## src/rtl/dcache_wb.sv

```systemverilog
// dcache_wb: direct-mapped, write-back, write-allocate data cache sitting
// between the MEM stage and a multi-cycle line-oriented backing memory.
// Build option: define DCACHE_STATS_EN to build saturating hit/miss
// counters; without it stat_hits/stat_misses are tied to 0.
module dcache_wb #(
  parameter int LINE_WORDS = 4,
  parameter int NUM_SETS   = 16
) (
  input  logic                     clk,
  input  logic                     reset,
  input  logic                     cpu_req_valid,
  input  logic                     cpu_req_write,
  input  logic [31:0]              cpu_addr,
  input  logic [31:0]              cpu_wdata,
  output logic                     cpu_ready,
  output logic                     cpu_resp_valid,
  output logic [31:0]              cpu_rdata,
  output logic                     cpu_hit,
  output logic                     mem_req_valid,
  input  logic                     mem_req_ready,
  output logic                     mem_req_write,
  output logic [31:0]              mem_req_addr,
  output logic [32*LINE_WORDS-1:0] mem_req_wdata,
  input  logic                     mem_resp_valid,
  input  logic [32*LINE_WORDS-1:0] mem_resp_rdata,
  output logic [31:0]              stat_hits,
  output logic [31:0]              stat_misses
);

  localparam int OFF_W  = $clog2(LINE_WORDS);
  localparam int IDX_W  = $clog2(NUM_SETS);
  localparam int TAG_W  = 32 - 2 - OFF_W - IDX_W;
  localparam int LINE_W = 32 * LINE_WORDS;

  typedef enum logic [2:0] {
    S_IDLE,
    S_COMPARE,
    S_WRITEBACK,
    S_ALLOCATE,
    S_REFILL
  } state_t;

  state_t state_q, state_d;

  // Latched request; never re-sampled once accepted.
  logic        req_write_q, req_write_d;
  logic [31:0] req_addr_q, req_addr_d;
  logic [31:0] req_wdata_q, req_wdata_d;
  logic        first_q, first_d;

  // Registered CPU response.
  logic        resp_valid_q, resp_valid_d;
  logic        resp_hit_q, resp_hit_d;
  logic [31:0] rdata_q, rdata_d;

  // Registered memory request; held stable while waiting for ready.
  logic              mreq_valid_q, mreq_valid_d;
  logic              mreq_write_q, mreq_write_d;
  logic [31:0]       mreq_addr_q, mreq_addr_d;
  logic [LINE_W-1:0] mreq_wdata_q, mreq_wdata_d;

  // Line state: valid/dirty need reset, tags and data do not.
  logic [NUM_SETS-1:0] valid_q, valid_d;
  logic [NUM_SETS-1:0] dirty_q, dirty_d;
  logic [TAG_W-1:0]    tag_mem  [NUM_SETS];
  logic [LINE_W-1:0]   data_mem [NUM_SETS];

  logic store_we;
  logic refill_we;

  // Address fields of the in-flight request.
  logic [OFF_W-1:0]  word_sel;
  logic [IDX_W-1:0]  idx_sel;
  logic [TAG_W-1:0]  tag_sel;
  logic [TAG_W-1:0]  line_tag;
  logic [LINE_W-1:0] line_data;
  logic [31:0]       line_word;
  logic              lookup_hit;
  logic [31:0]       victim_addr;
  logic [31:0]       fill_addr;

  assign word_sel    = req_addr_q[2 +: OFF_W];
  assign idx_sel     = req_addr_q[2 + OFF_W +: IDX_W];
  assign tag_sel     = req_addr_q[31 -: TAG_W];
  assign line_tag    = tag_mem[idx_sel];
  assign line_data   = data_mem[idx_sel];
  assign line_word   = line_data[{word_sel, 5'b00000} +: 32];
  assign lookup_hit  = valid_q[idx_sel] && (line_tag == tag_sel);
  assign victim_addr = {line_tag, idx_sel, {(OFF_W + 2){1'b0}}};
  assign fill_addr   = {tag_sel, idx_sel, {(OFF_W + 2){1'b0}}};

  // Byte-offset bits carry no meaning for word accesses.
  logic unused_byte_bits;
  assign unused_byte_bits = ^{cpu_addr[1:0], req_addr_q[1:0]};

  assign cpu_ready      = (state_q == S_IDLE);
  assign cpu_resp_valid = resp_valid_q;
  assign cpu_rdata      = rdata_q;
  assign cpu_hit        = resp_hit_q;
  assign mem_req_valid  = mreq_valid_q;
  assign mem_req_write  = mreq_write_q;
  assign mem_req_addr   = mreq_addr_q;
  assign mem_req_wdata  = mreq_wdata_q;

  // Next-state, request/response and line-state updates for the controller.
  always_comb begin
    state_d      = state_q;
    req_write_d  = req_write_q;
    req_addr_d   = req_addr_q;
    req_wdata_d  = req_wdata_q;
    first_d      = first_q;
    resp_valid_d = 1'b0;
    resp_hit_d   = resp_hit_q;
    rdata_d      = rdata_q;
    mreq_valid_d = mreq_valid_q;
    mreq_write_d = mreq_write_q;
    mreq_addr_d  = mreq_addr_q;
    mreq_wdata_d = mreq_wdata_q;
    valid_d      = valid_q;
    dirty_d      = dirty_q;
    store_we     = 1'b0;
    refill_we    = 1'b0;

    case (state_q)
      S_IDLE: begin
        if (cpu_req_valid) begin
          req_write_d = cpu_req_write;
          req_addr_d  = cpu_addr;
          req_wdata_d = cpu_wdata;
          first_d     = 1'b1;
          state_d     = S_COMPARE;
        end
      end
      S_COMPARE: begin
        if (lookup_hit) begin
          resp_valid_d = 1'b1;
          resp_hit_d   = first_q;
          state_d      = S_IDLE;
          if (req_write_q) begin
            store_we         = 1'b1;
            dirty_d[idx_sel] = 1'b1;
            rdata_d          = req_wdata_q;
          end else begin
            rdata_d = line_word;
          end
        end else begin
          // Only the first lookup may report a hit.
          first_d      = 1'b0;
          mreq_valid_d = 1'b1;
          if (valid_q[idx_sel] && dirty_q[idx_sel]) begin
            mreq_write_d = 1'b1;
            mreq_addr_d  = victim_addr;
            mreq_wdata_d = line_data;
            state_d      = S_WRITEBACK;
          end else begin
            mreq_write_d = 1'b0;
            mreq_addr_d  = fill_addr;
            state_d      = S_ALLOCATE;
          end
        end
      end
      S_WRITEBACK: begin
        if (mem_req_ready) begin
          mreq_write_d = 1'b0;
          mreq_addr_d  = fill_addr;
          state_d      = S_ALLOCATE;
        end
      end
      S_ALLOCATE: begin
        if (mem_req_ready) begin
          mreq_valid_d = 1'b0;
          state_d      = S_REFILL;
        end
      end
      S_REFILL: begin
        if (mem_resp_valid) begin
          refill_we        = 1'b1;
          valid_d[idx_sel] = 1'b1;
          dirty_d[idx_sel] = 1'b0;
          state_d          = S_COMPARE;
        end
      end
      default: state_d = S_IDLE;
    endcase
  end

  // Control and response registers; reset drops any in-flight request.
  always_ff @(posedge clk or posedge reset) begin
    if (reset) begin
      state_q      <= S_IDLE;
      req_write_q  <= 1'b0;
      req_addr_q   <= 32'd0;
      req_wdata_q  <= 32'd0;
      first_q      <= 1'b0;
      resp_valid_q <= 1'b0;
      resp_hit_q   <= 1'b0;
      rdata_q      <= 32'd0;
      mreq_valid_q <= 1'b0;
      mreq_write_q <= 1'b0;
      mreq_addr_q  <= 32'd0;
      mreq_wdata_q <= '0;
      valid_q      <= '0;
      dirty_q      <= '0;
    end else begin
      state_q      <= state_d;
      req_write_q  <= req_write_d;
      req_addr_q   <= req_addr_d;
      req_wdata_q  <= req_wdata_d;
      first_q      <= first_d;
      resp_valid_q <= resp_valid_d;
      resp_hit_q   <= resp_hit_d;
      rdata_q      <= rdata_d;
      mreq_valid_q <= mreq_valid_d;
      mreq_write_q <= mreq_write_d;
      mreq_addr_q  <= mreq_addr_d;
      mreq_wdata_q <= mreq_wdata_d;
      valid_q      <= valid_d;
      dirty_q      <= dirty_d;
    end
  end

  // Tag/data storage: whole-line refill or single-word store merge.
  always_ff @(posedge clk) begin
    if (refill_we) begin
      data_mem[idx_sel] <= mem_resp_rdata;
      tag_mem[idx_sel]  <= tag_sel;
    end else if (store_we) begin
      data_mem[idx_sel][{word_sel, 5'b00000} +: 32] <= req_wdata_q;
    end
  end

`ifdef DCACHE_STATS_EN
  logic [31:0] hits_q, hits_d;
  logic [31:0] misses_q, misses_d;

  // Saturating counters bumped on the edge that registers a response.
  always_comb begin
    hits_d   = hits_q;
    misses_d = misses_q;
    if (resp_valid_d) begin
      if (resp_hit_d) begin
        if (hits_q != 32'hFFFF_FFFF) hits_d = hits_q + 32'd1;
      end else begin
        if (misses_q != 32'hFFFF_FFFF) misses_d = misses_q + 32'd1;
      end
    end
  end

  // Counter registers.
  always_ff @(posedge clk or posedge reset) begin
    if (reset) begin
      hits_q   <= 32'd0;
      misses_q <= 32'd0;
    end else begin
      hits_q   <= hits_d;
      misses_q <= misses_d;
    end
  end

  assign stat_hits   = hits_q;
  assign stat_misses = misses_q;
`else
  assign stat_hits   = 32'd0;
  assign stat_misses = 32'd0;
`endif

endmodule

```

## config.mk

```make
export PLATFORM = sky130hd
export DESIGN_NAME = dcache_wb
export DESIGN_NICKNAME = d
export VERILOG_FILES = /design/src/rtl/dcache_wb.sv
export SDC_FILE = /design/constraint.sdc
export NUM_CORES = 2
export LEC_CHECK = 0
export ABC_AREA = 1
export BUFFER_PORTS_ARGS = -buffer_cell sky130_fd_sc_hd__buf_2
export CAP_MARGIN = 20
export CORE_ASPECT_RATIO = 1.5
export CORE_MARGIN = 2
export CORE_UTILIZATION = 40
export CTS_BUF_LIST = sky130_fd_sc_hd__clkbuf_2
export DETAILED_ROUTE_END_ITERATION = 6
export PLACE_DENSITY = 0.62
export RECOVER_POWER = 50
export SKIP_CTS_REPAIR_TIMING = 1
export SLEW_MARGIN = 25
export SYNTH_ARGS = -nofsm -noshare
export SYNTH_HDL_FRONTEND = slang
export SYNTH_SLANG_ARGS = --single-unit
```

## constraint.sdc

```tcl
create_clock -name clk -period 13.1 [get_ports clk]
set_input_delay 0.655 -clock clk [delete_from_list [all_inputs] [get_ports clk]]
set_output_delay 0.655 -clock clk [all_outputs]
set_load 0.02 [all_outputs]
```

# ---- After elaboration in Yosys (flattened, before gate mapping)
# Memory sizes are Yosys's and may differ from the RTL's.
# Index checks and enable logic that the tools add are counted.
dict set report classes {
  n_addsub 1
  reduce_logical 17
  n_bitwise 133
  n_eq_ne 12
  n_mux 171
  order_cmp 2
  shifts 3
}
# op n
set op_table {}
lappend op_table {{two-way mux 1 bit} 149}
lappend op_table {{two-way mux 128 bit} 1}
lappend op_table {{two-way mux 32 bit} 4}
lappend op_table {{bitwise OR 1 bit} 128}
lappend op_table {{variable shift 32 x 9 -> 128 bit (first input constant)} 1}
lappend op_table {{indexed part select 128 x 8 -> 32 bit} 1}
lappend op_table {{indexed part select 32 x 9 -> 128 bit} 1}
lappend op_table {{case mux 32 bit (2 select lines)} 1}
lappend op_table {{two-way mux 16 bit} 3}
lappend op_table {{bitwise OR 16 bit} 2}
lappend op_table {{case mux 16 bit (2 select lines)} 1}
lappend op_table {{== test 24 bit} 1}
lappend op_table {{bitwise AND 16 bit} 1}
lappend op_table {{inverter 16 bit} 1}
lappend op_table {{case mux 3 bit (5 select lines)} 1}
lappend op_table {{!= test 2 bit (second input constant)} 7}
lappend op_table {{two-way mux 3 bit} 4}
lappend op_table {{AND reduction 3 bit} 4}
lappend op_table {{negator 7 -> 9 bit} 1}
lappend op_table {{binary-select mux 1 bit (select 4 bit)} 2}
lappend op_table {{AND reduction 4 bit} 2}
lappend op_table {{nonzero test 2 bit} 4}
lappend op_table {{== test 3 x 2 -> 1 bit (second input constant)} 2}
lappend op_table {{case mux 1 bit (2 select lines)} 3}
lappend op_table {{other kinds (10)} 14}
dict set report totals {
  mem_count 2
  in_bits 198
  output_inout_bits 261
  regBits 297
  ram_bits 2432
  wordCells 355
}
# memory words width read_ports rd_ports_with_merged_regs write_ports line_no
set mem_list {}
lappend mem_list {data_mem 16 128 1 0 1 66} ;# logic [LINE_W-1:0] data_mem [NUM_SETS];
lappend mem_list {tag_mem 16 24 1 0 1 65} ;# logic [TAG_W-1:0] tag_mem [NUM_SETS];

# ---- Depth between registers and ports, before layout
dict set report logic_depth {
  depth_word 9
  ltp_mapped 23
  depth_no_buf 20
}

# ---- Worst setup path after synthesis
# Ideal clock, no wire load.
dict set report synth_timing {
  kind {reg-to-reg}
  startpoint {reg req_addr_q[5]}
  endpoint {mem data_mem[0][100] (netlist name), enable pin}
  required_ps 12668
  setup_ps 432
  period_less_slack_ps 4362
  path_buffers 3
  setup_slack_ps 8738
  path_stages_with_launch 19
  arrival_ps 3930
  path_cell_list {dfrtp_1 > buf_4 > inv_2 > nand2_1 > inv_2 > buf_2 > nand2_1 > nand4_1 > nand2_1 > nand2_1 > nor2_1 > nor2_1 > nand2_1 > nor2_1 > nand3_1 > nor2_4 > nand4_2 > clkbuf_1 > a21oi_1}
}
dict set report synth_between {
  elab_chain_len 9
  word_cells_on_any_way 11
  cone_classes {eq/ne: 1; mux: 7; bitwise: 1; reduce/logical: 1; memory: 1}
}
# element line_no
set synth_lines {}
lappend synth_lines {{start, declared} 47} ;# logic [31:0] req_addr_q, req_addr_d;
lappend synth_lines {{start signal, assigned} 207} ;# req_addr_q <= req_addr_d;
lappend synth_lines {{memory read (16 x 24 bit) or binary-select mux 1 bit (select 4 bit) (tied branches)} --}
lappend synth_lines {{== test 24 bit or two-way mux 1 bit (tied branches)} 88} ;# assign lookup_hit = valid_q[idx_sel] && (line_tag == tag_sel);
lappend synth_lines {{logical AND 1 bit} 88}
lappend synth_lines {{two-way mux 1 bit} 135} ;# if (lookup_hit) begin
lappend synth_lines {{two-way mux 1 bit} 124} ;# case (state_q)
lappend synth_lines {{two-way mux 1 bit} 227} ;# end else if (store_we) begin
lappend synth_lines {{two-way mux 1 bit} 224} ;# if (refill_we) begin
lappend synth_lines {{two-way mux 128 bit (not written as such)} 228} ;# data_mem[idx_sel][{word_sel, 5'b00000} +: 32] <= req_wdata_q;
lappend synth_lines {{bitwise OR 1 bit (no source line)} --}
lappend synth_lines {{end, declared} 66}
# Parallel ways exist; a longest one is shown, timed or not. The select of a mux whose other input is x is not followed.

# ---- Final worst setup path
dict set report layout_timing {
  startpoint {reg req_addr_q[5]}
  endpoint {mem tag_mem[12][10] (netlist name), enable pin}
}
# element line_no
set layout_rtl {}
lappend layout_rtl {{end, declared} 65}
# No word-level cell before the write port.

==> impl_metrics.ini <==
[floorplan]
core_area_um2 = 268000
num_io_pins = 459
fp.dieW_um = 427
num_rows = 233
dieArea_um2 = 273000
initial_core_util_pct = 40.1
die_h_um = 639

[grt]
grt_pass1_vias = 73300
grt_max_degree = 147
grt_pass1_wl_um = 512000
grt_antenna_before_repair = 40
grtUsageTotal_pct = 26.2
grt_overflow = 0

[worst_setup_path]
crit_fanout = 146
path_class = reg2reg
crit_path_start_kind = flip-flop
cp.arrival_ns = 11.41
r2r-end = tag_mem[12][10]
worstSetupEndpointType = flip-flop
reg2reg_slack_ns = 3.10
r2r-start = req_addr_q[5]
required_ns = 14.51
reg2regPathDepth = 11

[layout]
final_common_cell = nand2_1
instances_no_fill = 13400
final_nets = 9607
final_cell_mix = 2694 x nand2_1, 2432 x edfxtp_1, 1039 x a22oi_1
syn_to_final_growth_pct = 14.3
drive_gt1_share_pct = 15.3

[synthesis]
yosysSeqAreaShare_pct = 74.8
synth.distinct_cells = 32
netlist_top_cells_area = edfxtp_1 68%, nand2_1 9.4%, a22oi_1 7.3%
yosys_warnings = 0
synth_edf_count = 2432
yosysTopAreaCellShare_pct = 68.0
syn_inst = 8347
async_reset_ff_share_pct = 10.7
synth-main-ff-cell = edfxtp_1
syn_avg_cell_area_um2 = 12.9
synth_area_leader_cell = edfxtp_1
syn_area_um2 = 107000
ys_ff_latch = 2723

[hold_path]
hold_path.class = in2reg
holdPathEnd = data_mem[7][30]
min-delay-start = mem_resp_rdata[30]
min_path_cells = 5

[drt]
wl_per_cell_um = 27.7
dr_wl_met2_um = 165000
viasPerCell = 5.78
drc = 0
top_layer_used = met5
vias = 77600
drt_pass1_iterations = 7
wl_met3_um = 49100
drt-initial-drc-count = 10000
ant_nets = 0
routed_wl_um = 372000
wl_met1_um = 138000

[clock_tree]
cts_buffers = 639
cts_tree = built
ctsRootBufferMaster = clkbuf_2
htree_levels = 6
clock_path_buffers = 4
insertion_delay_ns = 1.91
clkTransAtPathRegs_ns = 0.10
clock-sinks = 2723

[pwr]
p_leak_nw = 45.8
power_density_nw_per_um2 = 207
peakVddDrop_mv = 0.198

[placement]
dp_hpwl_um = 213000
place_congestion = 0.945
dpl.cell_count = 11900
pre_cts_ws_ns = 6.27
io_buffers = 388

[timing]
final-max-slew-violation-count = 836
tightestPinTransition_ns = 5.50
fin_setup_tns_ns = 0
max_slew_margin_pct = -269
finalCriticalPeriod_ns = 10.00
fmax_mhz = 100
worst_slack_ns = 3.10
whs_ns = 0.0151
finClkSkew_ns = 0.279
hold_violations = 0
setup_viol = 0
fin_crit_sh_pct = 76.3
rsz0062_at_grt = false

[status]
violations = capacitance limit, slew limit
run_status = finished, violations left

[job]
drv_cap = 25
-- per-stage QoR --
stage	power (mW)	cell area, µm²	util, %
floorplan	15.2	108000	-
global placement	19.5	114000	42.6
detailed placement	19.6	114000	42.7
CTS	25.0	120000	44.9
global route	26.3	123000	45.8
finish	25.5	123000	45.8
-- cell families (layout without fill, tap and decap cells) --
| kind of cell | Yosys count | in the layout | share of synthesized area [%] |
|---|---|---|---|
| other | 1 | 93 | 0.00349 |
| buffers and inverters | 713 | 2171 | 2.85 |
| AND/OR/NAND/NOR | 3442 | 3442 | 13.0 |
| flip-flops | 2723 | 2723 | 74.8 |
| adder cells (fa/ha/maj) | 5 | 5 | 0.0582 |
| AO/OA/AOI/OAI | 1463 | 1463 | 9.33 |
-- state kept, by name (all words and copies together) (netlist names), 3 cells and up, named ones only --
| signal | flops |
|---|---|
| cpu_rdata | 32 |
| req_wdata_q | 32 |
| mem_req_wdata | 128 |
| req_addr_q | 30 |
| valid_q | 16 |
| data_mem | 2048 |
| mem_req_addr | 28 |
| state_q | 3 |
| tag_mem | 384 |
-- per-layer routing --
metal	GRT usage (%)	up-vias
li1	-	32900
met1	33.5	38500
met2	39.3	5243
met3	9.33	918
met4	13.4	28
met5	0	-
-- power by group --
| part | switching [mW] | total [mW] | internal (mW) |
|---|---|---|---|
| Clock | 3.36 | 5.49 | 2.13 |
| Combinational | 7.53 | 9.74 | 2.21 |
| Sequential | 0.381 | 10.2 | 9.85 |
| Total | 11.3 | 25.5 | 14.2 |
-- area by class of cell --
cell class                 count  area (µm²)
clock buffer                 933        4670
inverter                     106         425
tap                         3525        4410
timing repair buffer         956        6840
multi-input combinational   4978       25000
sequential                  2723       80300
antenna                       25        62.6
clock inverter               176        1050
fill                       24100      145000
-- Yosys cell counts (5+ instances only) --
cell,n
nand2_1,2696
edfxtp_1,2432
a22oi_1,1039
clkbuf_1,404
dfrtp_1,291
nand4_1,287
nor2_1,259
o21ai_0,208
nand3_1,171
o21ai_1,103
buf_2,97
inv_1,97
a21oi_1,74
buf_4,70
buf_1,36
o211ai_1,33
or2_2,11
inv_2,7
nor3_1,6
ha_1,5
-- critical path, stage by stage, from the launching register on --
cell and delay (ns):
dfrtp_2 0.40, clkbuf_1 0.69, nor2_4 0.26, clkbuf_1 3.52, buf_4 0.86, buf_4 0.50
buf_12 0.52, inv_1 0.24, nor2_1 0.23, inv_1 0.38, nor2_1 1.31, buf_12 0.29
-- how the worst max path moves through the flow --
stage                                            end  slack, ns  cells after the start     startpoint
after floorplan           asynchronous set/reset pin       4.41                      1          reset
after global placement               data_mem[4][61]       6.21                     21  req_addr_q[5]
after detailed placement             data_mem[1][35]       6.27                     21  req_addr_q[5]
after CTS                            data_mem[1][35]       6.23                     20  req_addr_q[5]
after global routing                 tag_mem[12][11]       2.89                     11  req_addr_q[5]
final                                tag_mem[12][10]       3.10                     11  req_addr_q[5]
(Power assumes the default switching activity.)
